===== config.mk =====
export PLATFORM = sky130hd
export DESIGN_NAME = bist_seq_controller
export DESIGN_NICKNAME = d
export VERILOG_FILES = /design/src/rtl/bist_seq_controller.sv
export SDC_FILE = /design/constraint.sdc
export NUM_CORES = 1
export LEC_CHECK = 0
export BUFFER_PORTS_ARGS = -buffer_cell sky130_fd_sc_hd__clkbuf_2
export CELL_PAD_IN_SITES_DETAIL_PLACEMENT = 1
export CELL_PAD_IN_SITES_GLOBAL_PLACEMENT = 2
export CORE_ASPECT_RATIO = 0.75
export CORE_MARGIN = 2
export CORE_UTILIZATION = 34
export CTS_CLUSTER_SIZE = 10
export DETAILED_ROUTE_END_ITERATION = 8
export HOLD_SLACK_MARGIN = 0.12
export PLACE_DENSITY_LB_ADDON = 0.08
export SYNTH_ARGS = -nofsm -noshare
export SYNTH_HDL_FRONTEND = slang
export SYNTH_SLANG_ARGS = --single-unit

===== constraint.sdc =====
create_clock -name clk -period 1.9 [get_ports clk]
set_clock_uncertainty 0.1 [all_clocks]
set_input_delay 0.095 -clock clk [delete_from_list [all_inputs] [get_ports clk]]
set_output_delay 0.095 -clock clk [all_outputs]
set_load 0.02 [all_outputs]

===== src/rtl/bist_seq_controller.sv =====
// BIST-gated operation sequencer: runs BIST with timeout and bounded retries,
// then round-robins an equation select across NUM_EQ channels while active.
module bist_seq_controller #(
  parameter int unsigned NUM_EQ       = 2,
  parameter int unsigned DWELL        = 1,
  parameter int unsigned BIST_TIMEOUT = 255,
  parameter int unsigned MAX_RETRY    = 2,
  parameter int unsigned CNT_W        = 8,
  localparam int unsigned SEL_W       = (NUM_EQ > 1) ? $clog2(NUM_EQ) : 1
) (
  input  logic             clk,
  input  logic             rst_n,
  input  logic             start,
  input  logic             stop,
  input  logic             bist_active,
  input  logic             bist_pass,
  output logic             start_bist,
  output logic             normal_active,
  output logic [SEL_W-1:0] sel_eq,
  output logic [CNT_W-1:0] cycle_count,
  output logic [7:0]       retry_cnt,
  output logic             bist_fail,
  output logic [2:0]       state_o
);

  localparam int unsigned TMR_W = $clog2(BIST_TIMEOUT);
  localparam int unsigned DW_W  = (DWELL > 1) ? $clog2(DWELL) : 1;

  typedef enum logic [2:0] {
    S_RESET      = 3'd0,
    S_BIST_REQ   = 3'd1,
    S_WAIT_BIST  = 3'd2,
    S_WAIT_START = 3'd3,
    S_NORMAL_OP  = 3'd4,
    S_FAULT      = 3'd5
  } state_t;

  state_t            state;
  state_t            state_nxt;
  logic [TMR_W-1:0]  timer;
  logic              bist_seen;
  logic [DW_W-1:0]   dwell_cnt;
  logic              bist_done;
  logic              bist_tmo;
  logic              retry_inc;
  logic              fail_set;

  assign state_o = state;

  // State register
  always_ff @(posedge clk or negedge rst_n) begin
    if (!rst_n) state <= S_RESET;
    else        state <= state_nxt;
  end

  // Next-state and retry/fail decisions; completion takes priority over timeout
  always_comb begin
    state_nxt = state;
    retry_inc = 1'b0;
    fail_set  = 1'b0;
    bist_done = bist_seen && !bist_active;
    bist_tmo  = (timer == TMR_W'(BIST_TIMEOUT - 1));
    case (state)
      S_RESET:    state_nxt = S_BIST_REQ;
      S_BIST_REQ: state_nxt = S_WAIT_BIST;
      S_WAIT_BIST: begin
        if (bist_done && bist_pass) begin
          state_nxt = S_WAIT_START;
        end else if (bist_done || bist_tmo) begin
          if (retry_cnt < 8'(MAX_RETRY)) begin
            retry_inc = 1'b1;
            state_nxt = S_BIST_REQ;
          end else begin
            fail_set  = 1'b1;
            state_nxt = S_FAULT;
          end
        end
      end
      S_WAIT_START: if (start && !stop) state_nxt = S_NORMAL_OP;
      S_NORMAL_OP:  if (stop) state_nxt = S_WAIT_START;
      S_FAULT:      state_nxt = S_FAULT;
      default:      state_nxt = S_RESET;
    endcase
  end

  // Registered Moore strobes, aligned with the state they describe
  always_ff @(posedge clk or negedge rst_n) begin
    if (!rst_n) begin
      start_bist    <= 1'b0;
      normal_active <= 1'b0;
    end else begin
      start_bist    <= (state_nxt == S_BIST_REQ);
      normal_active <= (state_nxt == S_NORMAL_OP);
    end
  end

  // BIST supervision: timeout timer, activity-seen flag, retry count, sticky fail
  always_ff @(posedge clk or negedge rst_n) begin
    if (!rst_n) begin
      timer     <= '0;
      bist_seen <= 1'b0;
      retry_cnt <= '0;
      bist_fail <= 1'b0;
    end else begin
      if (state == S_BIST_REQ) begin
        timer     <= '0;
        bist_seen <= 1'b0;
      end else if (state == S_WAIT_BIST) begin
        timer <= timer + TMR_W'(1);
        if (bist_active) bist_seen <= 1'b1;
      end
      if (retry_inc) retry_cnt <= retry_cnt + 8'd1;
      if (fail_set)  bist_fail <= 1'b1;
    end
  end

  // Channel rotation and run-length counter; values hold once the run ends
  always_ff @(posedge clk or negedge rst_n) begin
    if (!rst_n) begin
      sel_eq      <= '0;
      cycle_count <= '0;
      dwell_cnt   <= '0;
    end else if (state_nxt == S_NORMAL_OP) begin
      if (state != S_NORMAL_OP) begin
        sel_eq      <= '0;
        cycle_count <= '0;
        dwell_cnt   <= '0;
      end else begin
        cycle_count <= cycle_count + CNT_W'(1);
        if (dwell_cnt == DW_W'(DWELL - 1)) begin
          dwell_cnt <= '0;
          sel_eq    <= (sel_eq == SEL_W'(NUM_EQ - 1)) ? '0 : sel_eq + SEL_W'(1);
        end else begin
          dwell_cnt <= dwell_cnt + DW_W'(1);
        end
      end
    end
  end

endmodule


---- After elaboration in Yosys (flattened, before gate mapping) ----
Cells that the tools add are included.
storage, ports and cells
  bits of input ports ..................... 6
  flip-flop bits (word level) ............. 33
  output and inout port bits .............. 23
operators by class
  add/subtract/negate cells ............... 5
  eq/ne operators ......................... 10
  magnitude comparators ................... 1
  mux-type cells .......................... 25
  reduce and logical (&&, ||, !) cells .... 11
operator list
  cell                   number
  $add A8 B1 Y8 const B  3
  $mux W8                3
  $pmux W3 S6            1
  $mux W1                16
  $mux W3                5
  $eq A3 B3 Y1 const B   3
  $eq A8 B8 Y1 const B   1
  $lt A8 B2 Y1 const B   1
  $eq A3 B1 Y1 const B   2
  $eq A3 B2 Y1 const B   2
  $reduce_and A2 Y1      2
  $reduce_bool A2 Y1     2
  $logic_and A1 B1 Y1    3
  $logic_not A3 Y1       1
  $ne A3 B3 Y1 const B   1
  $add A1 B1 Y1 const B  2
  $logic_not A1 Y1       2
  $ne A2 B1 Y1 const B   1
  $logic_or A1 B1 Y1     1

---- Depth between registers and ports, before layout ----
  depth after elaboration ................. 8
  gate-level depth with buffers ........... 7
  depth with buffers taken out ............ 6

---- Worst setup path before layout ----
Ideal clock, no wire load.
  path type ............................... reg2reg
  from .................................... register state[2] (netlist: state_o[2])
  to ...................................... register cycle_count[3]
  library setup time ...................... 0.133 ns
  required time ........................... 1.667 ns
  setup slack ............................. 0.033 ns
  stages on the path, launching flop included .. 8
  buffers on the path ..................... 3
  clock period less this slack ............ 1.867 ns
  data arrival time ....................... 1.634 ns
  cell sequence ........................... dfrtp_1 buf_2 or3b_1 buf_2 a21o_1 buf_6 o21ai_1 o21ai_1
between the ends
  cells in the longest elaborated chain, start to end .. 4
ends and longest elaborated chain
  what                      line  RTL
  start: declaration        38    state_t state;
  start signal: assignment  53    else state <= state_nxt;
  $mux W3                   69    end else if (bist_done || bist_tmo) begin
  $mux W3                   67    if (bist_done && bist_pass) begin
  $pmux W3 S6               63    case (state)
  $eq A3 B3 Y1              123   end else if (state_nxt == S_NORMAL_OP) begin
  end signal: assignment    129   cycle_count <= cycle_count + CNT_W'(1);
  end: declaration          20    output logic [CNT_W-1:0] cycle_count,
Parallel ways exist; a longest one is shown, timed or not.
A chain may end at the register's enable or synchronous reset.

---- Final worst setup path ----
  from .................................... register retry_cnt[7]
  to ...................................... register retry_cnt[0]
between the ends
  cells in the longest elaborated chain, start to end .. 5
ends and longest elaborated chain
  what                      line  RTL
  start: declaration        21    output logic [7:0] retry_cnt,
  start signal: assignment  112   if (retry_inc) retry_cnt <= retry_cnt + 8'd1;
  $lt A8 B2 Y1              70    if (retry_cnt < 8'(MAX_RETRY)) begin
  $mux W1                   70
  $mux W1                   69
  $mux W1                   67
  $mux W1                   63
No other way between the ends.

==> flow_summary_export.csv <==
group,metric,value,unit
clock_network,cts_buffer_depth,2,
grt,grt_usage,16.6,%
logic_synthesis,synthCells,151,
sta,setup_violations,0,
routing,ant_nets,0,
setup_path,worstPathArrival,1.94,ns
logic_synthesis,synth_top_cell_area_share,51.8,%
cells_and_area,nets,194,
hold_path,hold_class,"input port to flop",
clock_network,htreeDepth,2,
power_and_ir_drop,peakVddDrop,0.512,mV
power_and_ir_drop,pwr_density_cell,1300,mW/mm^2
place,gp_congestion,0.790,
logic_synthesis,synth_area_leaders,"dfrtp_1 (52%), o21ai_1 (4.9%), nor2_1 (3.4%)",
setup_path,crit_fanout,3,
cells_and_area,areaGrowthSynthToFinish,21.9,%
logic_synthesis,ys_ff_latch,32,
power_and_ir_drop,power,2450,uW
flow_run,drv_cap,0,
cells_and_area,diodes,0,
clock_network,numCtsBuffers,5,
floorplanning,die_x,81.9,um
clock_network,cts-root-buf,"clkbuf_8",
place,dp_slack,0.0723,ns
routing,wl,3790,um
place,io_buffers,28,
routing,drcViolationCount,0,
floorplanning,core,0.00441,mm^2
clock_network,cts_num_sinks,32,
place,dp_hpwl,2750,um
logic_synthesis,synth_seq_area_share,51.8,%
grt,antenna_found_initial,0,
routing,first_pass_iters,4,
sta,maxSlewViolCount,0,
setup_path,required,2.01,ns
logic_synthesis,synth_edf_count,0,
cells_and_area,layout_common_cells,"dfrtp_1 (32), clkbuf_2 (28), o21ai_1 (15)",
outcome,status,"finished, final reports clean",
cells_and_area,drive_gt1_share,27.6,%
grt,grt_overflow,0,
sta,rsz0062_at_grt,"yes",
sta,slew_headroom,45.2,%
clock_network,clkTransAtPathRegs,0.07,ns
clock_network,cts_tree,"yes",
sta,worst_slew_pin_slew,0.822,ns
grt,grt_pass1_wl,6400,um
logic_synthesis,synthFlopType,"dfrtp_1",
power_and_ir_drop,power.leakage,0.000935,uW
logic_synthesis,post_synth.cell_area_avg,10.2,um^2
setup_path,worstSetupEndpointType,"flop",
sta,max_clock_freq,0.545,GHz
setup_path,path_class,"flop to flop",
floorplanning,start_util,35.0,%
logic_synthesis,ys_async_sr_fraction,100,%
logic_synthesis,syn_area,0.00155,mm^2
clock_network,clk_latency,0.28,ns
grt,grt_pass1_vias,1276,
floorplanning,rows,21,
sta,period_minus_slack,1.84,ns
sta,setup_ws,0.0640,ns
logic_synthesis,synth_top_cell_by_area,"dfrtp_1",
sta,hold_viol,0,
routing,avgRoutedWirePerCell,15.6,um
floorplanning,ios,29,
cells_and_area,layout_commonest_cell,"dfrtp_1",
routing,drt_iter0_drc,21,
routing,via_per_inst,5.07,
logic_synthesis,syn-num-nets,161,
floorplanning,fp.dieArea,0.00511,mm^2
floorplanning,die_y,62.4,um
sta,fin_crit_sh,96.6,%
sta,fin_setup_tns,0,ns
setup_path,start_kind,"flop",
routing,vias,1228,
grt,grt_max_degree,33,
logic_synthesis,synth.distinct_cells,38,
logic_synthesis,yosysWarnings,0,
report_power, final:
| part | internal [uW] | switching [uW] |
|---|---|---|
| clock | 389 | 248 |
| combinational | 350 | 508 |
| sequential | 800 | 151 |
| total | 1540 | 907 |
what timing repair did:
item,in CTS,in global routing
hold endpoints to repair,37,0
setup buffers,0,0
endpoints found under the setup margin,0,4
hold buffers,3,0
resized for setup,0,1
stage by stage:
stage | hold slack [ns] | instance area (um^2) | std cells | util, %
after floorplan | -0.301 | 1550 | 151 | -
after global placement | 0.115 | 1740 | 231 | 39.5
after detailed placement | 0.131 | 1740 | 231 | 39.5
after CTS | 0.182 | 1880 | 242 | 42.6
after global routing | 0.233 | 1890 | 242 | 42.7
final | 0.182 | 1890 | 242 | 42.7
critical path: stages (launching register included):
cell and delay [ns]:
dfrtp_1 0.40, or4_4 0.55, nor4_4 0.24, nor3b_4 0.30, xor2_1 0.17
metal layers:
metal  track usage (%)  up-vias  routed length (um)
met4              5.63        0                  36
li1                  -      592                   -
met5                 0        -                   0
met2              23.8       23                1650
met1              23.9      607                1940
met3              4.77        6                 159
logic make-up (layout without fill, tap and decap cells):
group	after synthesis	after routing	synth area share, %
adder cells (fa/ha/maj)	4	4	3.24
AO/OA/AOI/OAI	34	34	13.4
XOR/XNOR	6	6	3.40
buffers and inverters	18	52	5.58
flip-flops	32	32	51.8
AND/OR/NAND/NOR	57	57	22.6
final cells by class:
class | count | area, um^2
clock buffers | 6 | 72.6
clock inverters | 2 | 35.0
fillers | 519 | 2530
inverters | 7 | 26.3
multi-input cells | 101 | 664
flip-flops and latches | 32 | 801
well taps | 57 | 71.3
repair buffers | 37 | 215
synthesized netlist by cell type (2+ instances only):
cell type  instances
inv_1              6
ha_1               4
and3_1             4
nor3_1             2
o21ai_0            3
nand3_1            2
a21oi_1            4
nor2_1            14
xor2_1             4
buf_2              4
o21ai_1           15
nand2_1           13
a21o_1             3
nor3b_2            2
a31oi_1            4
xnor2_1            2
nand2b_1           2
nand4_1            6
clkbuf_1           4
dfrtp_1           32
nand3b_1           3
or3b_1             2
flip-flops by register name, indices dropped and copies added (netlist names):
register and count:
bist_fail 1, bist_seen 1, cycle_count 8, normal_active 1, retry_cnt 8, sel_eq 1, start_bist 1, state_o 3
timer 8
path summary, 6_finish.rpt:
kind	slack (ns)	to	cells after the start	startpoint
hold reg to reg	0.31	retry_cnt[6]$_DFFE_PN0P_	0	retry_cnt[6]$_DFFE_PN0P_
min in group asynchronous	0.34	cycle_count[2]$_DFFE_PN0N_	2	rst_n
setup / recovery	0.06	retry_cnt[0]$_DFFE_PN0P_	4	retry_cnt[7]$_DFFE_PN0P_
setup reg to reg	0.06	retry_cnt[0]$_DFFE_PN0P_	4	retry_cnt[7]$_DFFE_PN0P_
hold / removal	0.18	state_o[1]$_DFF_PN0_	4	start
max in group asynchronous	0.84	retry_cnt[3]$_DFFE_PN0P_	2	rst_n
Note: power is estimated with default switching activity, not from simulation.
